## src/rtl/cabac_decode_bin_core.sv

```systemverilog
// rtl/cabac_decode_bin_core.sv - single-bin CABAC context-coded decision decoder
//
// Purpose: decodes one context-coded bin from the arithmetic-decoder state and a
// context model. Also produces the updated context, the renormalised range/offset
// and the number of bitstream bits consumed. Purely combinational; the caller
// registers every result on its own clock edge.
//
// Ports:
//   clk, rst        clock / sync active-low reset (no effect: no internal state)
//   i_ivlCurrRange  [8:0] current range, 256..510
//   i_ivlOffset     [8:0] current offset, < i_ivlCurrRange
//   i_pStateIdx     [5:0] context probability state, 0..62 (63 reserved)
//   i_valMps        MPS value of the context
//   i_rbsp_in       [5:0] next unread bitstream bits, [5] read first
//   o_ivlCurrRange  [8:0] renormalised range
//   o_ivlOffset     [8:0] renormalised offset
//   o_pStateIdx     [5:0] updated state
//   o_valMps        updated MPS
//   o_binVal        decoded bin
//   o_output_len    [2:0] bits consumed by renormalisation, 0..6
module cabac_decode_bin_core (
   input  logic       clk,
   input  logic       rst,
   input  logic [8:0] i_ivlCurrRange,
   input  logic [8:0] i_ivlOffset,
   input  logic [5:0] i_pStateIdx,
   input  logic       i_valMps,
   input  logic [5:0] i_rbsp_in,
   output logic [8:0] o_ivlCurrRange,
   output logic [8:0] o_ivlOffset,
   output logic [5:0] o_pStateIdx,
   output logic       o_valMps,
   output logic       o_binVal,
   output logic [2:0] o_output_len
);

   // clk/rst exist only for interface uniformity with the slice-data engine.
   logic unused_ok;
   assign unused_ok = &{1'b0, clk, rst};

   // rangeTabLps row for one state, packed {q0, q1, q2, q3}.
   function automatic logic [31:0] lps_row(input logic [5:0] p);
      logic [31:0] r;
      case (p)
         6'd0:  r = {8'd128, 8'd176, 8'd208, 8'd240};  6'd1:  r = {8'd128, 8'd167, 8'd197, 8'd227};
         6'd2:  r = {8'd128, 8'd158, 8'd187, 8'd216};  6'd3:  r = {8'd123, 8'd150, 8'd178, 8'd205};
         6'd4:  r = {8'd116, 8'd142, 8'd169, 8'd195};  6'd5:  r = {8'd111, 8'd135, 8'd160, 8'd185};
         6'd6:  r = {8'd105, 8'd128, 8'd152, 8'd175};  6'd7:  r = {8'd100, 8'd122, 8'd144, 8'd166};
         6'd8:  r = {8'd95,  8'd116, 8'd137, 8'd158};  6'd9:  r = {8'd90,  8'd110, 8'd130, 8'd150};
         6'd10: r = {8'd85,  8'd104, 8'd123, 8'd142};  6'd11: r = {8'd81,  8'd99,  8'd117, 8'd135};
         6'd12: r = {8'd77,  8'd94,  8'd111, 8'd128};  6'd13: r = {8'd73,  8'd89,  8'd105, 8'd122};
         6'd14: r = {8'd69,  8'd85,  8'd100, 8'd116};  6'd15: r = {8'd66,  8'd80,  8'd95,  8'd110};
         6'd16: r = {8'd62,  8'd76,  8'd90,  8'd104};  6'd17: r = {8'd59,  8'd72,  8'd86,  8'd99};
         6'd18: r = {8'd56,  8'd69,  8'd81,  8'd94};   6'd19: r = {8'd53,  8'd65,  8'd77,  8'd89};
         6'd20: r = {8'd51,  8'd62,  8'd73,  8'd85};   6'd21: r = {8'd48,  8'd59,  8'd69,  8'd80};
         6'd22: r = {8'd46,  8'd56,  8'd66,  8'd76};   6'd23: r = {8'd43,  8'd53,  8'd63,  8'd72};
         6'd24: r = {8'd41,  8'd50,  8'd59,  8'd69};   6'd25: r = {8'd39,  8'd48,  8'd56,  8'd65};
         6'd26: r = {8'd37,  8'd45,  8'd54,  8'd62};   6'd27: r = {8'd35,  8'd43,  8'd51,  8'd59};
         6'd28: r = {8'd33,  8'd41,  8'd48,  8'd56};   6'd29: r = {8'd32,  8'd39,  8'd46,  8'd53};
         6'd30: r = {8'd30,  8'd37,  8'd43,  8'd50};   6'd31: r = {8'd29,  8'd35,  8'd41,  8'd48};
         6'd32: r = {8'd27,  8'd33,  8'd39,  8'd45};   6'd33: r = {8'd26,  8'd31,  8'd37,  8'd43};
         6'd34: r = {8'd24,  8'd30,  8'd35,  8'd41};   6'd35: r = {8'd23,  8'd28,  8'd33,  8'd39};
         6'd36: r = {8'd22,  8'd27,  8'd32,  8'd37};   6'd37: r = {8'd21,  8'd26,  8'd30,  8'd35};
         6'd38: r = {8'd20,  8'd24,  8'd29,  8'd33};   6'd39: r = {8'd19,  8'd23,  8'd27,  8'd31};
         6'd40: r = {8'd18,  8'd22,  8'd26,  8'd30};   6'd41: r = {8'd17,  8'd21,  8'd25,  8'd28};
         6'd42: r = {8'd16,  8'd20,  8'd23,  8'd27};   6'd43: r = {8'd15,  8'd19,  8'd22,  8'd25};
         6'd44: r = {8'd14,  8'd18,  8'd21,  8'd24};   6'd45: r = {8'd14,  8'd17,  8'd20,  8'd23};
         6'd46: r = {8'd13,  8'd16,  8'd19,  8'd22};   6'd47: r = {8'd12,  8'd15,  8'd18,  8'd21};
         6'd48: r = {8'd12,  8'd14,  8'd17,  8'd20};   6'd49: r = {8'd11,  8'd14,  8'd16,  8'd19};
         6'd50: r = {8'd11,  8'd13,  8'd15,  8'd18};   6'd51: r = {8'd10,  8'd12,  8'd15,  8'd17};
         6'd52: r = {8'd10,  8'd12,  8'd14,  8'd16};   6'd53: r = {8'd9,   8'd11,  8'd13,  8'd15};
         6'd54: r = {8'd9,   8'd11,  8'd12,  8'd14};   6'd55: r = {8'd8,   8'd10,  8'd12,  8'd14};
         6'd56: r = {8'd8,   8'd9,   8'd11,  8'd13};   6'd57: r = {8'd7,   8'd9,   8'd11,  8'd12};
         6'd58: r = {8'd7,   8'd9,   8'd10,  8'd12};   6'd59: r = {8'd7,   8'd8,   8'd10,  8'd11};
         6'd60: r = {8'd6,   8'd8,   8'd9,   8'd11};   6'd61: r = {8'd6,   8'd7,   8'd9,   8'd10};
         6'd62: r = {8'd6,   8'd7,   8'd8,   8'd9};
         default: r = {8'd2, 8'd2, 8'd2, 8'd2};
      endcase
      return r;
   endfunction

   // transIdxLps, grouped by result value.
   function automatic logic [5:0] trans_lps(input logic [5:0] p);
      logic [5:0] r;
      case (p)
         6'd0, 6'd1:          r = 6'd0;   6'd2:                r = 6'd1;
         6'd3, 6'd4:          r = 6'd2;   6'd5, 6'd6:          r = 6'd4;
         6'd7:                r = 6'd5;   6'd8:                r = 6'd6;
         6'd9:                r = 6'd7;   6'd10:               r = 6'd8;
         6'd11, 6'd12:        r = 6'd9;   6'd13, 6'd14:        r = 6'd11;
         6'd15:               r = 6'd12;  6'd16, 6'd17:        r = 6'd13;
         6'd18, 6'd19:        r = 6'd15;  6'd20, 6'd21:        r = 6'd16;
         6'd22, 6'd23:        r = 6'd18;  6'd24, 6'd25:        r = 6'd19;
         6'd26, 6'd27:        r = 6'd21;  6'd28, 6'd29:        r = 6'd22;
         6'd30:               r = 6'd23;  6'd31, 6'd32:        r = 6'd24;
         6'd33:               r = 6'd25;  6'd34, 6'd35:        r = 6'd26;
         6'd36, 6'd37:        r = 6'd27;  6'd38:               r = 6'd28;
         6'd39, 6'd40:        r = 6'd29;  6'd41, 6'd42, 6'd43: r = 6'd30;
         6'd44:               r = 6'd31;  6'd45, 6'd46:        r = 6'd32;
         6'd47, 6'd48, 6'd49: r = 6'd33;  6'd50, 6'd51:        r = 6'd34;
         6'd52, 6'd53, 6'd54: r = 6'd35;  6'd55, 6'd56, 6'd57: r = 6'd36;
         6'd58, 6'd59, 6'd60: r = 6'd37;  6'd61, 6'd62:        r = 6'd38;
         default:             r = 6'd63;
      endcase
      return r;
   endfunction

   logic [31:0] row;
   logic [7:0]  lps;
   logic [8:0]  r_mps;
   logic        is_lps;
   logic [8:0]  range_pre;
   logic [8:0]  offset_pre;
   logic [2:0]  len;
   logic [14:0] off_ext;

   always_comb begin
      row = lps_row(i_pStateIdx);
      case (i_ivlCurrRange[7:6])
         2'd0:    lps = row[31:24];
         2'd1:    lps = row[23:16];
         2'd2:    lps = row[15:8];
         default: lps = row[7:0];
      endcase
      r_mps  = i_ivlCurrRange - {1'b0, lps};
      is_lps = (i_ivlOffset >= r_mps);

      range_pre   = r_mps;
      offset_pre  = i_ivlOffset;
      o_binVal    = i_valMps;
      o_valMps    = i_valMps;
      o_pStateIdx = (i_pStateIdx >= 6'd62) ? 6'd62 : i_pStateIdx + 6'd1;
      if (is_lps) begin
         range_pre   = {1'b0, lps};
         offset_pre  = i_ivlOffset - r_mps;
         o_binVal    = ~i_valMps;
         o_valMps    = (i_pStateIdx == 6'd0) ? ~i_valMps : i_valMps;
         o_pStateIdx = trans_lps(i_pStateIdx);
      end

      // Legal states never leave range below 6, so the final arm caps at 6 shifts
      // and the reserved state 63 still yields defined outputs.
      if (range_pre[8])      len = 3'd0;
      else if (range_pre[7]) len = 3'd1;
      else if (range_pre[6]) len = 3'd2;
      else if (range_pre[5]) len = 3'd3;
      else if (range_pre[4]) len = 3'd4;
      else if (range_pre[3]) len = 3'd5;
      else                   len = 3'd6;

      // Shifting offset and look-ahead bits as one word pulls the first len
      // bitstream bits into the offset LSBs.
      off_ext        = {offset_pre, i_rbsp_in} << len;
      o_ivlOffset    = off_ext[14:6];
      o_ivlCurrRange = range_pre << len;
      o_output_len   = len;
   end

endmodule

```

## config.mk

```make
export PLATFORM = sky130hd
export DESIGN_NAME = cabac_decode_bin_core
export DESIGN_NICKNAME = d
export VERILOG_FILES = /design/src/rtl/cabac_decode_bin_core.sv
export SDC_FILE = /design/constraint.sdc
export NUM_CORES = 1
export LEC_CHECK = 0
export ABC_CLOCK_PERIOD_IN_PS = 9590
export CORE_UTILIZATION = 45
export DETAILED_ROUTE_END_ITERATION = 12
export PLACE_DENSITY = 0.7
export SYNTH_ARGS = -nofsm -noshare
export SYNTH_HDL_FRONTEND = slang
export SYNTH_SLANG_ARGS = --single-unit
```

## constraint.sdc

```tcl
create_clock -name vclk -period 9.59
set_clock_uncertainty 0.1 [all_clocks]
set_input_delay 1.918 -clock vclk [all_inputs]
set_output_delay 1.918 -clock vclk [all_outputs]
set_load 0.1 [all_outputs]
```

# --- After elaboration in Yosys (flattened, before gate mapping) ---
# Memories as Yosys holds them, arrays and structs flattened.
# Cells that the tools add are included.
# W data, S select, Z words.
totals:
  latchBits: 0
  inputBits: 33
  rom_bits: 2432
  ff_bits: 0
  word_cells: 28
  output_inout_bits: 29
  mem_bits_rw: 0
  n_memories: 2
classes:
  muxes: 14
  n_lt_le_gt_ge: 2
  n_reduce_logical: 2
  mul: 0
  div: 0
  eq_ne: 2
  shifts: 2
  addsub: 3
  bitwise_logic: 1
memory_table:
  columns: ["name", "depth", "width", "rd", "rd_ports_with_merged_regs", "wr", "line", "source"]
  rows:
  - ["(name not given)", 64, 32, 1, 0, 0, "44", "case (p)"]
  - ["(name not given)", 64, 6, 1, 0, 0, "85", "case (p)"]
op_table:
  columns: ["op", "count"]
  rows:
  - ["$pmux W8 S3", 1]
  - ["$mux W9", 2]
  - ["$shl A15 B3 Y15", 1]
  - ["$mux W3", 4]
  - ["$mux W6", 2]
  - ["$ge A9 B9 Y1", 1]
  - ["$shl A9 B3 Y9", 1]
  - ["$sub A9 B8 Y9", 1]
  - ["$sub A9 B9 Y9", 1]
  - ["$add A6 B1 Y6 const B", 1]
  - ["$ge A6 B6 Y1 const B", 1]
  - ["$logic_not A6 Y1", 1]
  - ["$mux W2", 2]
  - ["$mux W1", 3]
  - ["$eq A2 B1 Y1 const B", 1]
  - ["$eq A2 B2 Y1 const B", 1]
  - ["$logic_not A2 Y1", 1]
  - ["$not A1 Y1", 1]

# --- Depth between registers and ports, before layout ---
# Gate-level depths: netlist (run 1).
logic_depth:
  word_depth: 12
  ltp_mapped: 34

# --- Least setup slack after synthesis (run 1) ---
# Ideal clock, no wire load.
synth_timing:
  kind: "input -> output"
  startpoint: "input port i_pStateIdx[2]"
  endpoint: "output port o_ivlOffset[7]"
  path_stages: 28
  arrival_ps: 10364
  n_path_buf: 5
  path_slack_ps: -2792
  required_time_ps: 7572
  path_cell_list: "buf_6 -> buf_6 -> buf_2 -> clkinv_1 -> ha_1 -> nor2_1 -> a31oi_1 -> mux4_2 -> nor2b_1 -> o32ai_1 -> o21ai_0 -> fa_1 -> a211oi_1 -> o21bai_1 -> a211o_1 -> a21oi_1 -> xnor2_1 -> ha_1 -> nand2_1 -> o31a_1 -> buf_4 -> and2_1 -> a21oi_1 -> nor2_1 -> nand2_1 -> inv_1 -> clkbuf_1 -> a311oi_1"
synth_via:
  elab_cells_between_ends: 14
  classes_between: "2 x add/sub; 1 x order compare; 1 x shift; 9 x mux; 1 x memory"
synth_rtl:
  columns: ["element", "line", "source"]
  rows:
  - ["start: declaration", "26", "input logic [5:0] i_pStateIdx,"]
  - ["$mem_v2 Z64 W32 *", null, null]
  - ["$pmux W8 S3 *", "119", "case (i_ivlCurrRange[7:6])"]
  - ["$sub A9 B8 Y9", "125", "r_mps = i_ivlCurrRange - {1'b0, lps};"]
  - ["$ge A9 B9 Y1", "126", "is_lps = (i_ivlOffset >= r_mps);"]
  - ["$mux W9 *", "133", "if (is_lps) begin"]
  - ["$mux W3", "146", "else if (range_pre[5]) len = 3'd3;"]
  - ["$mux W3", "145", "else if (range_pre[6]) len = 3'd2;"]
  - ["$mux W3", "144", "else if (range_pre[7]) len = 3'd1;"]
  - ["$mux W3 *", "143", "if (range_pre[8]) len = 3'd0;"]
  - ["via o_output_len[2]", "34", "output logic [2:0] o_output_len"]
  - ["$shl A15 B3 Y15 *", "153", "off_ext = {offset_pre, i_rbsp_in} << len;"]
  - ["end: declaration", "30", "output logic [8:0] o_ivlOffset,"]
# The timed path passes the listed nets; every way through them passes the cells marked *.

# --- Worst setup path in the final report (run 1) ---
layout_timing:
  startpoint: "input port i_pStateIdx[1]"
  endpoint: "output port o_ivlOffset[2]"
layout_via:
  elab_chain_len: 12
  elab_cells_between_ends: 14
  classes_between: "2 x add/sub; 1 x order compare; 1 x shift; 9 x mux; 1 x memory"
layout_lines:
  columns: ["element", "line", "source"]
  rows:
  - ["$mem_v2 Z64 W32 *", null, null]
  - ["$pmux W8 S3 *", "119", null]
  - ["$sub A9 B8 Y9", "125", null]
  - ["$ge A9 B9 Y1", "126", null]
  - ["$mux W9", "133", null]
  - ["$mux W2", "148", "else if (range_pre[3]) len = 3'd5;"]
  - ["$mux W2", "147", "else if (range_pre[4]) len = 3'd4;"]
  - ["$mux W3", "146", null]
  - ["$mux W3", "145", null]
  - ["$mux W3", "144", null]
  - ["$mux W3", "143", null]
  - ["$shl A15 B3 Y15 *", "153", null]
# Mark *: on every way between the ends. The rest lies on a longest branch, timed or not.

==> out/results.ini, run 1 <==
[floorplan]
floorplan.die.width_um=103.1
initial_utilization_pct=46.80
die_height_um=103.1
rows=36
floorplan.io_pins=62
placeable_core_area_um2=9819
die_area_um2=10620

[sta]
fin_ws_ps=-857.2
timing_max_transition_violations_final=0
tightest_slew_ps=848.4
post-route-min-period_ps=10450
rsz0062_at_grt=true
maxClockFrequency_mhz=95.72
hold_violations=0
slew_headroom_pct=43.00
hold-worst-slack_ps=4565
setup-violations-final=21
final.period_utilization_pct=108.9

[final_layout]
area_growth_syn_to_layout_pct=85.46
clkbuf_count=0
fin_cells=1122
final_layout_size_suffix_gt1_share_pct=47.93
layout.area.seq_um2=0
n_antenna_cell=0
seq_cells=0
net_count_final=1062

[route]
drt.antenna.violating_nets=0
drt_iter0_markers=1165
num_vias=7699
totalWireLength_mm=26.87
via_per_inst=6.862
routedWlPerCell_um=23.95
drc=0
firstDrtPassIters=8

[critical_path]
critical-path-top-delay-family=compound AO/OA/AOI/OAI gates
crit_path_top_delay_cell=sky130_fd_sc_hd__a311o_1
critPathKind=in -> out
worstPathMaxFanout=8
largest_stage_delay_on_the_critical_path_ps=420
crit_path_start_kind=primary input
endpoint_kind=output pin
cp_data_arrival_time_ps=8430
critPathRequiredTime_ps=7570
timing.critical_path.buf_inv=9

[job]
cap_violations=0

[place]
io_buffer_count=60
hpwl_after_detailed_placement_mm=18.48
gp_congestion=1.020
dp_cells=1093
place_ws_ps=-1143

[run_status]
violated_checks=negative setup slack
status=finished, violations left

[global_routing]
grt_pass1_vias=7118
grt.total_usage_pct=45.98
globalRoute.totalOverflow=0
grt_first_pass_wirelength_mm=37.45
antenna_found_initial=0
grt_max_degree=24

[power_and_ir_drop]
power.static_leakage_nw=3.623
totalPowerFinal_mw=2.610
irDropWorstVdd_mv=0.4240
power.density_cell_area_nw_per_um2=306.2

[synthesis]
netlist_area_um2=4596
syn-instance-count=692
synth.avg_cell_area_um2=6.641
netlist-cell-type-count=77
synth.yosys.warnings=0
synthesized_netlist_net_count=763
register_area_share_after_synthesis_pct=0

[worst_hold_path]
min_path_type=in -> out

==> worst paths after layout <==
kind	startpoint	end	cells after the start
worst min-delay path	i_valMps	o_valMps	3
worst max-delay path	i_pStateIdx[1]	o_ivlOffset[2]	32
==> through the flow <==
step | utilization (%) | setup TNS, ps | area, µm²
3_5_place_dp | 78.38 | -18630 | 7696
3_3_place_gp | 78.38 | -13500 | 7696
4_1_cts | 84.03 | -4377 | 8252
6_report | 86.80 | -13680 | 8523
2_1_floorplan | - | -9929 | 4928
5_1_grt | 86.80 | -16240 | 8523
==> area by class of cell <==
type	instances	area [µm²]
fillers	529	1296
inverters	25	110.1
well taps	133	166.4
multi-input cells	609	4971
repair buffers	355	3276
==> kinds of logic after synthesis <==
group	share of synthesized area, %
XOR/XNOR	3.431
AND/OR/NAND/NOR	25.86
buffers and inverters	8.876
multiplexers	11.27
AO/OA/AOI/OAI	39.89
adder cells (fa/ha/maj)	10.67
==> placed cells by master, fill, tap and decap left out, drive strengths merged, types with 7 or more instances in the layout <==
master / count
nor2b: 22
nand2b: 17
o22ai: 10
clkdlybuf4s50: 27
o21a: 8
o311ai: 13
inv: 23
buf: 327
xnor2: 15
nand3: 18
o211ai: 13
nand2: 61
a21o: 7
a211oi: 11
nor2: 59
nor3: 19
mux2i: 29
o21ai: 66
and2: 7
or3: 8
nor3b: 7
nand4: 7
o31ai: 8
a21oi: 68
ha: 36
a31oi: 14
==> per-layer routing <==
layer	part of all wire, %	vias to the layer above	global-route usage, %	routed length (µm)
met5	0	-	0	0
met4	7.5	0	18.53	2018
met3	13	228	8.610	3401
met2	43	756	73.38	11680
met1	36	3497	60.88	9768
li1	-	3218	-	-
==> tightest hold or removal path: stages <==
cell and delay (ps):
sky130_fd_sc_hd__clkdlybuf4s50_1 540, sky130_fd_sc_hd__xnor2_2 110, sky130_fd_sc_hd__buf_12 170
==> power by group <==
part	total, mW	switching (mW)	internal (mW)
Sequential	0	0	0
Combinational	2.61	1.53	1.08
Clock	0	0	0
Total	2.61	1.53	1.08
==> cell usage after synthesis (10+ instances only) <==
library cell               count  area (µm²)
sky130_fd_sc_hd__o22ai_1      10       62.56
sky130_fd_sc_hd__a31oi_1      14       87.58
sky130_fd_sc_hd__a211oi_1     11       82.58
sky130_fd_sc_hd__o211ai_1     13       97.59
sky130_fd_sc_hd__a21oi_1      68       340.3
sky130_fd_sc_hd__o21ai_0      62       310.3
sky130_fd_sc_hd__nand2b_1     17       106.4
sky130_fd_sc_hd__inv_1        22       82.58
sky130_fd_sc_hd__clkbuf_1     19       71.32
sky130_fd_sc_hd__ha_1         36       450.4
sky130_fd_sc_hd__nor2_1       57       214.0
sky130_fd_sc_hd__nand3_1      18       90.09
sky130_fd_sc_hd__nor3_1       19       95.09
sky130_fd_sc_hd__nand2_1      61       229.0
sky130_fd_sc_hd__buf_2        17       85.08
sky130_fd_sc_hd__xnor2_1      15       131.4
sky130_fd_sc_hd__nor2b_1      22       137.6
sky130_fd_sc_hd__buf_1        11       41.29
sky130_fd_sc_hd__mux2i_1      27       270.3
==> repair_timing <==
action,4_1_cts,5_1_grt
setup buffers,22,7
gates resized for setup,98,48
pin swaps,55,41
setup endpoints to repair,23,21
hold buffers,0,0
endpoints found under the hold margin,0,0
(Power assumes the default switching activity.)
==> run 2, diff against run 1 <==
Settings changed: CORE_MARGIN from default to 3, CORE_UTILIZATION 45 to 54, PLACE_DENSITY 0.7 to 0.82.
==> out/results.ini, run 2 <==
[floorplan]
floorplan.io_pins=62  ; unchanged
floorplan.die.width_um=98.25  ; was 103.1 µm
rows=33  ; was 36
initial_utilization_pct=55.65  ; was 46.80%
die_height_um=98.25  ; was 103.1 µm

[synthesis]
netlist_area_um2=4596  ; unchanged
register_area_share_after_synthesis_pct=0  ; unchanged
syn-instance-count=692  ; unchanged
synth.yosys.warnings=0  ; unchanged
synth.avg_cell_area_um2=6.641  ; unchanged
synth.largest_area_cell=sky130_fd_sc_hd__ha_1  ; unchanged
synth_top_cells_by_area=sky130_fd_sc_hd__ha_1 (9.8%), sky130_fd_sc_hd__a21oi_1 (7.4%), sky130_fd_sc_hd__o21ai_0 (6.8%)  ; unchanged
synth.most_common_cell=sky130_fd_sc_hd__a21oi_1  ; unchanged
netlist-cell-type-count=77  ; unchanged
synthesized_netlist_net_count=763  ; unchanged
synth.cells.most_frequent=sky130_fd_sc_hd__a21oi_1 (68), sky130_fd_sc_hd__o21ai_0 (62), sky130_fd_sc_hd__nand2_1 (61)  ; unchanged
yosys.area.top_type_share_pct=9.801  ; unchanged

[clocking]
cts_setup_buffers=22  ; unchanged
cts_resized=120  ; was 98
postCtsHoldBufs=0  ; unchanged

[place]
io_buffer_count=60  ; unchanged
gp_congestion=1.096  ; was 1.020
hpwl_after_detailed_placement_mm=19.97  ; was 18.48 mm

[run_status]
status=stopped before the end  ; was finished, violations left
error_message=[ERROR DPL-0033] detailed placement checks failed during check placement.
outcome.stop_stage=clock tree synthesis (4_1_cts)

==> run 2: cell counts after synthesis <==
Identical to the previous run, type by type.
==> run 2: metrics by stage <==
step                area (µm²)  setup WS, ps  hold slack [ps]  utilization [%]  cells
detailed placement        7508         -1212             4561            90.92   1048
global placement          7508        -827.8             4549            90.92   1048
floorplan                 4928         -1262             4080                -    692
==> run 2: cell families after synthesis <==
family                   after synthesis  share of synthesized area (%)
buffers and inverters                 83                          8.876
XOR/XNOR                              18                          3.431
adder cells (fa/ha/maj)               38                          10.67
multiplexers                          41                          11.27
AND/OR/NAND/NOR                      238                          25.86
AO/OA/AOI/OAI                        274                          39.89
==> run 3, diff against run 2 <==
Settings changed: ABC_CLOCK_PERIOD_IN_PS 9590 to 12500, CORE_UTILIZATION 54 to 40, PLACE_DENSITY 0.82 to default, PLACE_DENSITY_LB_ADDON from default to 0.15.
Clock period 9.59 ns to 12.5 ns, I/O delays scaled along.
==> out/results.ini, run 3 (same netlist as run 1, synthesis figures left out) <==
[run_status]
status=finished clean  ; was stopped before the end

[final_layout]
area_growth_syn_to_layout_pct=29.68
layout.cells.most_common=sky130_fd_sc_hd__a21oi_1
final_layout_size_suffix_gt1_share_pct=19.79
net_count_final=826
clkbuf_count=0
n_antenna_cell=0
layout.cells.most_common_list=sky130_fd_sc_hd__a21oi_1 (64), sky130_fd_sc_hd__nand2_1 (59), sky130_fd_sc_hd__o21ai_0 (58), sky130_fd_sc_hd__nor2_1 (56), sky130_fd_sc_hd__buf_4 (53)
layout.cell_area.non_filler_um2=5959
seq_cells=0
layout.area.seq_um2=0

[sta]
tightest_slew_ps=776.5
slew_headroom_pct=47.84
hold_violations=0
maxClockFrequency_mhz=81.56
setup-violations-final=0
tns_ps=0
timing_max_transition_violations_final=0
final.period_utilization_pct=98.08
hold-worst-slack_ps=5721
post-route-min-period_ps=12260

[power_and_ir_drop]
pwr-share-seq_pct=0
power_frac_clock_pct=0
p_comb_share_pct=100.0
switching_share_pct=64.21
p_sw_mw=0.9558
totalPowerFinal_mw=1.488
power.static_leakage_nw=2.327
power.density_cell_area_nw_per_um2=249.8
internal-power_mw=0.5327
irDropWorstVdd_mv=0.4689

[place]
hpwl_after_detailed_placement_mm=15.66  ; was 19.97 mm
io_buffer_count=60  ; unchanged
gp_congestion=0.9793  ; was 1.096
dpl_cell_area_um2=5756  ; was 7508 µm²

[critical_path]
largest_stage_delay_on_the_critical_path_ps=590
critPathKind=in -> out
crit_path_start_kind=primary input
crit_path_top_delay_cell=sky130_fd_sc_hd__or4_1
critical-path-top-delay-family=compound AO/OA/AOI/OAI gates
timing.critical_path.buf_inv=8
endpoint_kind=output pin
critPathRequiredTime_ps=9900
cp_data_arrival_time_ps=9660
worstPathMaxFanout=9

[floorplan]
die_height_um=113.2  ; was 98.25 µm
floorplan.io_pins=62  ; unchanged
rows=38  ; was 33
floorplan.die.width_um=113.2  ; was 98.25 µm
placeable_core_area_um2=11030
initial_utilization_pct=41.66  ; was 55.65%
die_area_um2=12810

[worst_hold_path]
min_path_type=in -> out

[route]
num_vias=5919
drc=0
drt_iter0_markers=621
via_per_inst=6.628
firstDrtPassIters=6
drt.antenna.violating_nets=0
routedWlPerCell_um=22.71
totalWireLength_mm=20.28

[job]
cap_violations=0

[global_routing]
grt_max_degree=82
grt_first_pass_wirelength_mm=31.13
antenna_found_initial=0
grt.total_usage_pct=29.93
grt_pass1_vias=5578
globalRoute.totalOverflow=0

[clocking]
postCtsHoldBufs=0  ; unchanged

run 3: stage by stage:
stage / worst slack, ps / util, % / std cells
after detailed placement: -88.44 / 52.18 / 880
final: 239.4 / 54.03 / 893
after global placement: 62.45 / 52.18 / 880
after global routing: -19.33 / 54.03 / 893
after CTS: 48.26 / 52.42 / 882
after floorplan: 117.7 / - / 692
run 3: layout make-up:
type / instances / area (µm²)
repair buffers: 118 / 1361
inverters: 25 / 102.6
well taps: 140 / 175.2
repair inverters: 1 / 5.005
fillers: 1110 / 5071
multi-input cells: 609 / 4315
run 3: worst paths after layout:
path	startpoint	endpoint	slack, ps	cells after the start
worst max-delay path	i_pStateIdx[1]	o_ivlOffset[6]	240	30
worst min-delay path	i_valMps	o_valMps	5720	3
run 3: power by group through the flow:
stage,Combinational (mW),Clock (mW),Sequential [mW]
2_1_floorplan,0.969,0,0
3_3_place_gp,1.42,0,0
3_5_place_dp,1.43,0,0
4_1_cts,1.43,0,0
5_1_grt,1.55,0,0
6_report,1.49,0,0
run 3: metal layers:
layer	vias up	GRT usage [%]	share of wire (%)
met1	2769	42.94	43
met5	-	0	0
met2	360	47.95	46
li1	2751	-	-
met3	39	2.995	9.0
met4	0	7.452	2.3
run 3: what timing repair did:
| action | in CTS | in global routing |
|---|---|---|
| buffers inserted | 2 | 10 |
| pin swaps | 0 | 3 |
| gates resized for setup | 2 | 23 |
| endpoints found under the setup margin | 5 | 18 |
| gates cloned | 0 | 1 |
==> run 4, diff against run 3 <==
Settings changed: CORE_ASPECT_RATIO from default to 0.7, SLEW_MARGIN from default to 20.
==> out/results.ini, run 4 (same netlist as run 1, synthesis figures left out) <==
[critical_path]
worstSetupPathDepth=30  ; unchanged
crit_path_start_kind=primary input  ; unchanged
endpoint_kind=output pin  ; unchanged
critPathRequiredTime_ps=9900  ; about the same
worstPathMaxFanout=11  ; was 9
critPathKind=in -> out  ; unchanged
largest_stage_delay_on_the_critical_path_ps=500  ; was 590 ps
critical-path-top-delay-family=compound AO/OA/AOI/OAI gates  ; unchanged
cp_data_arrival_time_ps=9500  ; was 9660 ps
timing.critical_path.buf_inv=6  ; was 8
cpMostUsedCell=sky130_fd_sc_hd__buf_4
crit_path_top_delay_cell=sky130_fd_sc_hd__mux4_2  ; was sky130_fd_sc_hd__or4_1

[power_and_ir_drop]
irDropWorstVdd_mv=0.2670  ; was 0.4689 mV
power_frac_clock_pct=0  ; about the same
pwr-share-seq_pct=0  ; about the same
internal-power_mw=0.5356  ; was 0.5327 mW
switching_share_pct=64.39  ; was 64.21%
p_sw_mw=0.9686  ; was 0.9558 mW
p_comb_share_pct=100.0  ; about the same
power.static_leakage_nw=2.342  ; was 2.327 nW
power.density_cell_area_nw_per_um2=254.2  ; was 249.8 nW/µm²
totalPowerFinal_mw=1.504  ; was 1.488 mW

[place]
hpwl_after_detailed_placement_mm=17.04  ; was 15.66 mm
gp_congestion=1.006  ; was 0.9793
place_ws_ps=85.21  ; was -88.44 ps
io_buffer_count=60  ; unchanged

[route]
drt.antenna.violating_nets=0  ; unchanged
drc=0  ; unchanged
drt_iter0_markers=863  ; was 621
num_vias=6073  ; was 5919
firstDrtPassIters=5  ; was 6
totalWireLength_mm=21.63  ; was 20.28 mm
via_per_inst=6.637  ; was 6.628
routedWlPerCell_um=23.64  ; was 22.71 µm

[sta]
post-route-min-period_ps=12100  ; was 12260 ps
fin_ws_ps=404.7  ; was 239.4 ps
setup-violations-final=0  ; unchanged
tightest_slew_ps=804.2  ; was 776.5 ps
timing_max_transition_violations_final=0  ; unchanged
maxClockFrequency_mhz=82.68  ; was 81.56 MHz
slew_headroom_pct=46.22  ; was 47.84%
hold_violations=0  ; unchanged
final.period_utilization_pct=96.76  ; was 98.08%
hold-worst-slack_ps=5710  ; was 5721 ps

[final_layout]
layout.cells.most_common=sky130_fd_sc_hd__buf_4  ; was sky130_fd_sc_hd__a21oi_1
n_antenna_cell=0  ; unchanged
final_layout_size_suffix_gt1_share_pct=19.69  ; was 19.79%
layout.cells.most_common_list=sky130_fd_sc_hd__buf_4 (70), sky130_fd_sc_hd__a21oi_1 (66), sky130_fd_sc_hd__nand2_1 (61), sky130_fd_sc_hd__o21ai_0 (57), sky130_fd_sc_hd__nor2_1 (56)  ; was sky130_fd_sc_hd__a21oi_1 (64), sky130_fd_sc_hd__nand2_1 (59), sky130_fd_sc_hd__o21ai_0 (58), sky130_fd_sc_hd__nor2_1 (56), sky130_fd_sc_hd__buf_4 (53)
layout.area.seq_um2=0  ; unchanged
clkbuf_count=0  ; unchanged
seq_cells=0  ; unchanged
area_growth_syn_to_layout_pct=28.75  ; was 29.68%
net_count_final=835  ; was 826

[floorplan]
die_area_um2=12830  ; was 12810 µm²
floorplan.die.width_um=134.1  ; was 113.2 µm
placeable_core_area_um2=11130  ; was 11030 µm²
die_height_um=95.68  ; was 113.2 µm
initial_utilization_pct=41.29  ; was 41.66%
rows=32  ; was 38
floorplan.io_pins=62  ; unchanged

[global_routing]
antenna_found_initial=0  ; unchanged
globalRouteMet3Util_pct=11.39  ; was 2.995%
grt_pass1_vias=5485  ; was 5578
grt_first_pass_wirelength_mm=32.58  ; was 31.13 mm
grt_util_met2_pct=40.50  ; was 47.95%
global_route.usage.met1_pct=52.01  ; was 42.94%
grt.total_usage_pct=32.41  ; was 29.93%
busiest_layer=met1  ; was met2
grt_max_degree=43  ; was 82
globalRoute.totalOverflow=0  ; unchanged

[run_status]
status=finished clean  ; unchanged

[job]
cap_violations=0  ; unchanged

[worst_hold_path]
min_path_type=in -> out  ; unchanged
holdPathStages=3  ; unchanged

==> run 4: metal layers <==
layer | up-vias | part of all wire (%)
li1 | 2769 | -
met1 | 2864 | 48
met2 | 418 | 36
met3 | 22 | 15
met4 | 0 | 0.86
met5 | - | 0
==> run 4: per-stage QoR <==
| step | std cells | cell area (µm²) | setup TNS, ps | utilization, % |
|---|---|---|---|---|
| after global routing | 915 | 5917 | -3.476 | 53.16 |
| after detailed placement | 914 | 5854 | 0 | 52.60 |
| after global placement | 914 | 5854 | 0 | 52.60 |
| after floorplan | 692 | 4636 | 0 | - |
| after CTS | 914 | 5854 | 0 | 52.60 |
| final | 915 | 5917 | 0 | 53.16 |
==> run 4: final timing paths <==
| check | start | endpoint |
|---|---|---|
| min | i_valMps | o_valMps |
| max | i_pStateIdx[1] | o_ivlOffset[7] |
==> run 4: area by class of cell <==
| cell class | instances | area [µm²] |
|---|---|---|
| tap | 153 | 191.4 |
| fill | 1109 | 5214 |
| multi-input combinational | 609 | 4273 |
| timing repair buffer | 128 | 1358 |
| inverter | 25 | 95.09 |
==> run 4: what timing repair did <==
action	CTS	global route
resized for setup	0	15
setup buffers	0	1
hold buffers	0	0
setup endpoints to repair	0	17
==> run 4: power by group through the flow <==
stage	Combinational, mW	Sequential [mW]	Clock, mW
after CTS	1.48	0	0
after detailed placement	1.48	0	0
after global placement	1.46	0	0
after global routing	1.57	0	0
final	1.50	0	0
after floorplan	0.969	0	0
==> run 4: worst min-delay path, cell delays in order <==
cell and delay [ps]:
sky130_fd_sc_hd__clkdlybuf4s50_1 450, sky130_fd_sc_hd__xnor2_1 180, sky130_fd_sc_hd__buf_12 170
